[config.mk]
export PLATFORM = sky130hd
export DESIGN_NAME = ps2_transmitter
export DESIGN_NICKNAME = d
export VERILOG_FILES = /design/src/rtl/ps2_transmitter.sv
export SDC_FILE = /design/constraint.sdc
export NUM_CORES = 1
export LEC_CHECK = 0
export CAP_MARGIN = 15
export CORE_UTILIZATION = 58
export DETAILED_ROUTE_END_ITERATION = 12
export GPL_ROUTABILITY_DRIVEN = 0
export PLACE_DENSITY = 0.78
export SLEW_MARGIN = 20
export SYNTH_ARGS = -nofsm -noshare
export SYNTH_HDL_FRONTEND = slang
export SYNTH_SLANG_ARGS = --single-unit
[constraint.sdc]
create_clock -name clk -period 2.68 [get_ports clk]
set_input_delay 0.268 -clock clk [delete_from_list [all_inputs] [get_ports clk]]
set_output_delay 0.268 -clock clk [all_outputs]
set_load 0.005 [all_outputs]
[src/rtl/ps2_transmitter.sv]
// rtl/ps2_transmitter.sv - host-to-device PS/2 command transmitter with open-drain line control
module ps2_transmitter #(
  parameter int INHIBIT_CYCLES = 12000,
  parameter int TIMEOUT_CYCLES = 200000,
  parameter int FILTER_LEN     = 8
) (
  input  logic       clk,
  input  logic       rst,
  input  logic [7:0] tx_data,
  input  logic       tx_valid,
  output logic       tx_ready,
  input  logic       kclk,
  input  logic       kdata,
  output logic       kclk_drive_low,
  output logic       kdata_drive_low,
  output logic       busy,
  output logic       tx_done,
  output logic       tx_ack_err,
  output logic       tx_timeout
);

  localparam int CNT_MAX = (INHIBIT_CYCLES > TIMEOUT_CYCLES) ? INHIBIT_CYCLES : TIMEOUT_CYCLES;
  localparam int CNT_W   = $clog2(CNT_MAX + 1);
  localparam int FLT_W   = $clog2(FILTER_LEN + 1);

  typedef enum logic [2:0] {
    IDLE,
    INHIBIT,
    RTS,
    ACK,
    WAIT_IDLE
  } state_t;

  state_t           state_q, state_d;
  logic [CNT_W-1:0] cnt_q, cnt_d;
  logic [3:0]       bit_q, bit_d;
  logic [8:0]       sh_q, sh_d;
  logic             kdata_low_q, kdata_low_d;
  logic             ack_err_q, ack_err_d;
  logic             done_q, done_d;
  logic             err_q, err_d;
  logic             to_q, to_d;

  logic [1:0]       clk_sync_q, data_sync_q;
  logic [FLT_W-1:0] clk_flt_cnt_q, data_flt_cnt_q;
  logic             fclk_q, fdata_q, fclk_prev_q;
  logic             fclk_fall;
  logic             wd_expired;

  // Two-flop synchronizers for the raw pins; idle line level is high.
  always_ff @(posedge clk) begin
    if (rst) begin
      clk_sync_q  <= 2'b11;
      data_sync_q <= 2'b11;
    end else begin
      clk_sync_q  <= {clk_sync_q[0], kclk};
      data_sync_q <= {data_sync_q[0], kdata};
    end
  end

  // Clock glitch filter: a new level must persist FILTER_LEN samples.
  always_ff @(posedge clk) begin
    if (rst) begin
      fclk_q        <= 1'b1;
      clk_flt_cnt_q <= '0;
    end else if (clk_sync_q[1] != fclk_q) begin
      if (clk_flt_cnt_q == FLT_W'(FILTER_LEN - 1)) begin
        fclk_q        <= clk_sync_q[1];
        clk_flt_cnt_q <= '0;
      end else begin
        clk_flt_cnt_q <= clk_flt_cnt_q + 1'b1;
      end
    end else begin
      clk_flt_cnt_q <= '0;
    end
  end

  // Data glitch filter, same rule as the clock filter.
  always_ff @(posedge clk) begin
    if (rst) begin
      fdata_q        <= 1'b1;
      data_flt_cnt_q <= '0;
    end else if (data_sync_q[1] != fdata_q) begin
      if (data_flt_cnt_q == FLT_W'(FILTER_LEN - 1)) begin
        fdata_q        <= data_sync_q[1];
        data_flt_cnt_q <= '0;
      end else begin
        data_flt_cnt_q <= data_flt_cnt_q + 1'b1;
      end
    end else begin
      data_flt_cnt_q <= '0;
    end
  end

  // Previous filtered clock level for falling-edge detection.
  always_ff @(posedge clk) begin
    if (rst) fclk_prev_q <= 1'b1;
    else     fclk_prev_q <= fclk_q;
  end

  assign fclk_fall  = fclk_prev_q & ~fclk_q;
  assign wd_expired = (cnt_q == CNT_W'(TIMEOUT_CYCLES - 1));

  // State and datapath registers.
  always_ff @(posedge clk) begin
    if (rst) begin
      state_q     <= IDLE;
      cnt_q       <= '0;
      bit_q       <= '0;
      sh_q        <= '0;
      kdata_low_q <= 1'b0;
      ack_err_q   <= 1'b0;
      done_q      <= 1'b0;
      err_q       <= 1'b0;
      to_q        <= 1'b0;
    end else begin
      state_q     <= state_d;
      cnt_q       <= cnt_d;
      bit_q       <= bit_d;
      sh_q        <= sh_d;
      kdata_low_q <= kdata_low_d;
      ack_err_q   <= ack_err_d;
      done_q      <= done_d;
      err_q       <= err_d;
      to_q        <= to_d;
    end
  end

  // Next-state logic: inhibit, request-to-send, bit shifting, ack and watchdog.
  always_comb begin
    state_d     = state_q;
    cnt_d       = cnt_q;
    bit_d       = bit_q;
    sh_d        = sh_q;
    kdata_low_d = kdata_low_q;
    ack_err_d   = ack_err_q;
    done_d      = 1'b0;
    err_d       = 1'b0;
    to_d        = 1'b0;
    case (state_q)
      IDLE: begin
        kdata_low_d = 1'b0;
        if (tx_valid) begin
          sh_d    = {~^tx_data, tx_data};
          cnt_d   = '0;
          state_d = INHIBIT;
        end
      end
      INHIBIT: begin
        if (kdata_low_q) begin
          // Transition cycle: start bit already driven, now free the clock.
          cnt_d   = '0;
          bit_d   = '0;
          state_d = RTS;
        end else if (cnt_q == CNT_W'(INHIBIT_CYCLES - 1)) begin
          kdata_low_d = 1'b1;
        end else begin
          cnt_d = cnt_q + 1'b1;
        end
      end
      RTS: begin
        if (fclk_fall) begin
          cnt_d = '0;
          bit_d = bit_q + 4'd1;
          if (bit_q == 4'd9) begin
            kdata_low_d = 1'b0;
            state_d     = ACK;
          end else begin
            kdata_low_d = ~sh_q[0];
            sh_d        = {1'b0, sh_q[8:1]};
          end
        end else if (wd_expired) begin
          kdata_low_d = 1'b0;
          to_d        = 1'b1;
          state_d     = IDLE;
        end else begin
          cnt_d = cnt_q + 1'b1;
        end
      end
      ACK: begin
        if (fclk_fall) begin
          ack_err_d = fdata_q;
          cnt_d     = '0;
          state_d   = WAIT_IDLE;
        end else if (wd_expired) begin
          to_d    = 1'b1;
          state_d = IDLE;
        end else begin
          cnt_d = cnt_q + 1'b1;
        end
      end
      WAIT_IDLE: begin
        if (fclk_q && fdata_q) begin
          done_d  = ~ack_err_q;
          err_d   = ack_err_q;
          state_d = IDLE;
        end else if (fclk_fall) begin
          cnt_d = '0;
        end else if (wd_expired) begin
          to_d    = 1'b1;
          state_d = IDLE;
        end else begin
          cnt_d = cnt_q + 1'b1;
        end
      end
      default: begin
        kdata_low_d = 1'b0;
        state_d     = IDLE;
      end
    endcase
  end

  assign tx_ready        = (state_q == IDLE);
  assign busy            = (state_q != IDLE);
  assign kclk_drive_low  = (state_q == INHIBIT);
  assign kdata_drive_low = kdata_low_q;
  assign tx_done         = done_q;
  assign tx_ack_err      = err_q;
  assign tx_timeout      = to_q;

endmodule

==> metrics.md <==
| Metric | Value |
|---|---|
| Antenna diode instance count | 0 |
| Internal portion of total power | 1.11 mW |
| Synthesized-area fraction occupied by and/or/nand/nor cells | 0.290 |
| Port bufs | 19 |
| Clock Root Buffer | sky130_fd_sc_hd__clkbuf_8 |
| Flops & latches, synth | 54 |
| Area of placed instances | ~0.0031 sq mm |
| Largest net degree at the start of global routing | 33 |
| Worst hold-check path type | register to register |
| Worst hold path depth | 1 |
| Average wire per standard cell | approximately 14 um |
| Initial antenna violation count | 0 |
| DRC Markers | 0 |
| Sequential share of power | 0.556 |
| Number of max-slew violations in the final report | 0 |
| I/O pin count | 20 |
| Area enclosed by the die boundary | 0.00521 sq mm |
| Initial DRC Count | ~150 |
| Worst max-slew margin expressed relative to the limit | 0.622 |
| Syn. warnings | 0 |
| Launch point of the worst hold path | data_sync_q[0]$_SDFF_PP1_ |
| Highest attainable clock frequency | around 430 MHz |
| Initial standard-cell utilization of the core | 0.605 |
| Synthesized-area fraction occupied by adder cells | 0.0219 |
| Via Count | roughly 2500 |
| Post-Route Utilization | 0.685 |
| Power Dens Cells | about 460 mW/mm^2 |
| Sort of element at the start of the critical path | register |
| Switching fraction of total power | 0.261 |
| Layout cell share with drive strength beyond 1 | 0.121 |
| Count of buffers added by post-CTS timing repair for setup | 0 |
| Count of final setup violators | 0 |
| Period utilisation layout | 0.863 |
| Post-Syn Area per Cell | ~8.6 sq um |
| Number of hold-slack violations in the final timing report | 0 |
| CP arrival | 2530 ps |
| Filler cells | 418 |
| Number of rows created at floorplan | 25 |
| Cell count after synthesis | ~330 |
| Inserted Clock Buffers | 5 |
| Post-synthesis compound-gate area fraction | 0.207 |
| TritonCTS sink count | 54 |
| End of the worst register-to-register path | cnt_q[7]$_SDFFE_PP0P_ |
| Die extent in y | between 70 and 80 um |
| End of the worst hold path | data_sync_q[1]$_SDFF_PP1_ |
| Max Clock Skew | roughly 8.9 ps |
| TritonRoute pass-1 iters | 5 |
| Slew at the pin with the worst max-slew slack | approximately 560 ps |
| Wire length of the first global-routing pass | 10.0 mm |
| MaxCap Viol Count | 0 |
| Synthesis-to-finish area growth | 13.2% |
| GR Util All Layers | 0.241 |
| Peak supply drop | roughly 0.27 mV |
| Syn Nets | between 300 and 400 |
| Leakage Power | between 1 and 1.5 nW |
| Clock slew at reported path FFs | about 100 ps |
| Main flop type after synthesis | sky130_fd_sc_hd__dfxtp_1 |
| Number of H-tree levels | 2 |
| Worst reg2reg setup slack | ~370 ps |
| Post-route design area | 0.00323 sq mm |
| Post-synth EDFFs | 0 |
| Synth unique cells | 57 |
| Data required time of the critical path | 2890 ps |
| Switching power of the nets | 0.393 mW |
| DIE WIDTH | 72.2 um |
| Storage cell area | between 0.001 and 0.0015 sq mm |
| Mux share of post-synthesis cell area | 0.0140 |
| Classification of the worst setup path | register to register |
| Endpoint kind of the worst setup timing path | register |
| Setup repair after global routing missed its margin | no |
| Dominant combinational cell family by area after synthesis | simple AND/OR/NAND/NOR gates |
| CP startpoint | state_q[2]$_SDFFE_PP0P_ |
| Final nets | around 370 |
| Maximum clock insertion buffer count | 2 |
| Clk pwr share | 0.313 |
| Depth of the worst register-to-register path | 6 |
| CTS tree | yes |
| Outcome | complete, no violations |
| Clock latency reported for the late side of the worst-skew pair | between 300 and 400 ps |
| Ratio of routed vias to standard cells | about 6 |
| Relative contribution of combinational cells to total power | 0.131 |
| Area of the multi-input gates | 0.00164 sq mm |
| Worst-path fanout max | 16 |
| Time the final worst path needs with I/O delays and setup | approximately 2300 ps |
| Detail Placement HPWL | between 4 and 5 mm |
| Post-synth ARST share | 0 |
| Post-Syn Area | about 0.0029 sq mm |
| Via count of the first global-routing pass | 2229 |
| Share of the synthesized netlist area taken by xor and xnor gates | 0.0399 |
| Sum of negative setup slack | 0 ps |
| CTS resizes | 0 |
| Hold buffer count at CTS | 0 |
| Launching point of the worst reg2reg path | state_q[2]$_SDFFE_PP0P_ |
| Wirelength, routed | 5.92 mm |
| Sequential-to-total area share from yosys stat | 0.378 |
| Grt ovf | 0 |
| Core Area | between 0.004 and 0.005 sq mm |
| Count of antenna-violating nets left after detailed routing | 0 |
-- through the flow --
step | setup slack [ps] | cells | hold slack [ps] | total power [mW]
after detailed placement | 406 | 415 | 399 | 1.05
after floorplan | 639 | 333 | 372 | 0.983
final | 368 | 423 | 419 | 1.50
after global routing | 183 | 423 | 428 | 1.58
after CTS | 356 | 423 | 423 | 1.52
after global placement | 492 | 415 | 393 | 1.05
-- registers in the layout (all words and copies together), names as in the netlist, 2 cells and up --
name and cells:
data_flt_cnt_q 4, data_sync_q 2, sh_q 9, clk_flt_cnt_q 4
state_q 3, cnt_q 18, bit_q 4, clk_sync_q 2
-- Yosys cell counts (5+ instances only) --
master                     count  area share
sky130_fd_sc_hd__ha_1          5       0.022
sky130_fd_sc_hd__o311ai_0      6       0.018
sky130_fd_sc_hd__nand2b_1      5       0.011
sky130_fd_sc_hd__a211oi_1      9       0.024
sky130_fd_sc_hd__a21oi_1      16       0.028
sky130_fd_sc_hd__nor3_1       10       0.018
sky130_fd_sc_hd__nand3b_1      6       0.016
sky130_fd_sc_hd__o21ai_0       9       0.016
sky130_fd_sc_hd__nor2_1       28       0.037
sky130_fd_sc_hd__or2_2         8       0.018
sky130_fd_sc_hd__nand4_1       5       0.011
sky130_fd_sc_hd__nand3_1      14       0.025
sky130_fd_sc_hd__xnor2_1      11       0.034
sky130_fd_sc_hd__clkbuf_1     11       0.014
sky130_fd_sc_hd__or3_1        10       0.022
sky130_fd_sc_hd__nand2_1      29       0.038
sky130_fd_sc_hd__o41ai_1       5       0.015
sky130_fd_sc_hd__o32ai_1       7       0.021
sky130_fd_sc_hd__a311oi_1      9       0.028
sky130_fd_sc_hd__inv_1        12       0.016
sky130_fd_sc_hd__dfxtp_1      54        0.38
sky130_fd_sc_hd__nor2b_1       5       0.011
-- cell families (layout without fill, tap and decap cells) --
group,after synthesis,count (layout)
AND/OR/NAND/NOR,149,149
AO/OA/AOI/OAI,78,78
flip-flops,54,54
buffers and inverters,30,53
XOR/XNOR,13,13
adder cells (fa/ha/maj),5,5
multiplexers,4,4
-- placed cells by master, fill, tap and decap left out, types with 10 or more instances in the layout --
master	Yosys	final
sky130_fd_sc_hd__clkdlybuf4s50_1	0	18
sky130_fd_sc_hd__nand3_1	14	14
sky130_fd_sc_hd__nor3_1	10	10
sky130_fd_sc_hd__inv_1	12	12
sky130_fd_sc_hd__xnor2_1	11	11
sky130_fd_sc_hd__buf_4	0	14
sky130_fd_sc_hd__nand2_1	29	29
sky130_fd_sc_hd__nor2_1	28	28
sky130_fd_sc_hd__dfxtp_1	54	54
sky130_fd_sc_hd__a21oi_1	16	16
sky130_fd_sc_hd__or3_1	10	10
-- power groups by stage --
| stage | Clock [mW] | Sequential (mW) | Combinational (mW) |
|---|---|---|---|
| 5_1_grt | 0.527 | 0.837 | 0.216 |
| 4_1_cts | 0.487 | 0.834 | 0.197 |
| 3_3_place_gp | 0 | 0.852 | 0.193 |
| 6_report | 0.470 | 0.834 | 0.197 |
| 3_5_place_dp | 0 | 0.853 | 0.195 |
| 2_1_floorplan | 0 | 0.851 | 0.133 |
-- final cells by class --
type                            instances  share of cell area
Clock buffer                            5              0.0213
Clock inverter                          3             0.00890
Inverter                               12              0.0139
Multi-Input combinational cell        249               0.506
Sequential cell                        54               0.334
Tap cell                               67              0.0259
Timing Repair Buffer                   33              0.0897
-- layer usage --
| metal | vias to the layer above | share of wire | track usage |
|---|---|---|---|
| met5 | - | 0 | 0 |
| met4 | 0 | 0.015 | 0.0763 |
| met3 | 9 | 0.039 | 0.0486 |
| met2 | 60 | 0.48 | 0.413 |
| met1 | 1152 | 0.46 | 0.305 |
| li1 | 1286 | - | - |
-- worst max path at each step --
stage / endpoint / slack [ps] / depth (start not counted)
2_1_floorplan: cnt_q[4]$_SDFFE_PP0P_ / 640 / 7
3_3_place_gp: cnt_q[8]$_SDFFE_PP0P_ / 490 / 6
3_5_place_dp: cnt_q[7]$_SDFFE_PP0P_ / 410 / 6
4_1_cts: cnt_q[7]$_SDFFE_PP0P_ / 360 / 6
5_1_grt: cnt_q[7]$_SDFFE_PP0P_ / 180 / 6
6_report: cnt_q[7]$_SDFFE_PP0P_ / 370 / 6
-- critical path, stage by stage, from the launching register on --
cell	delay, ps
sky130_fd_sc_hd__dfxtp_1	360
sky130_fd_sc_hd__buf_4	170
sky130_fd_sc_hd__or4b_1	590
sky130_fd_sc_hd__a21boi_1	190
sky130_fd_sc_hd__nand2_1	150
sky130_fd_sc_hd__nand3_2	350
sky130_fd_sc_hd__o41ai_1	400
Power figures use the tool's default switching activity.
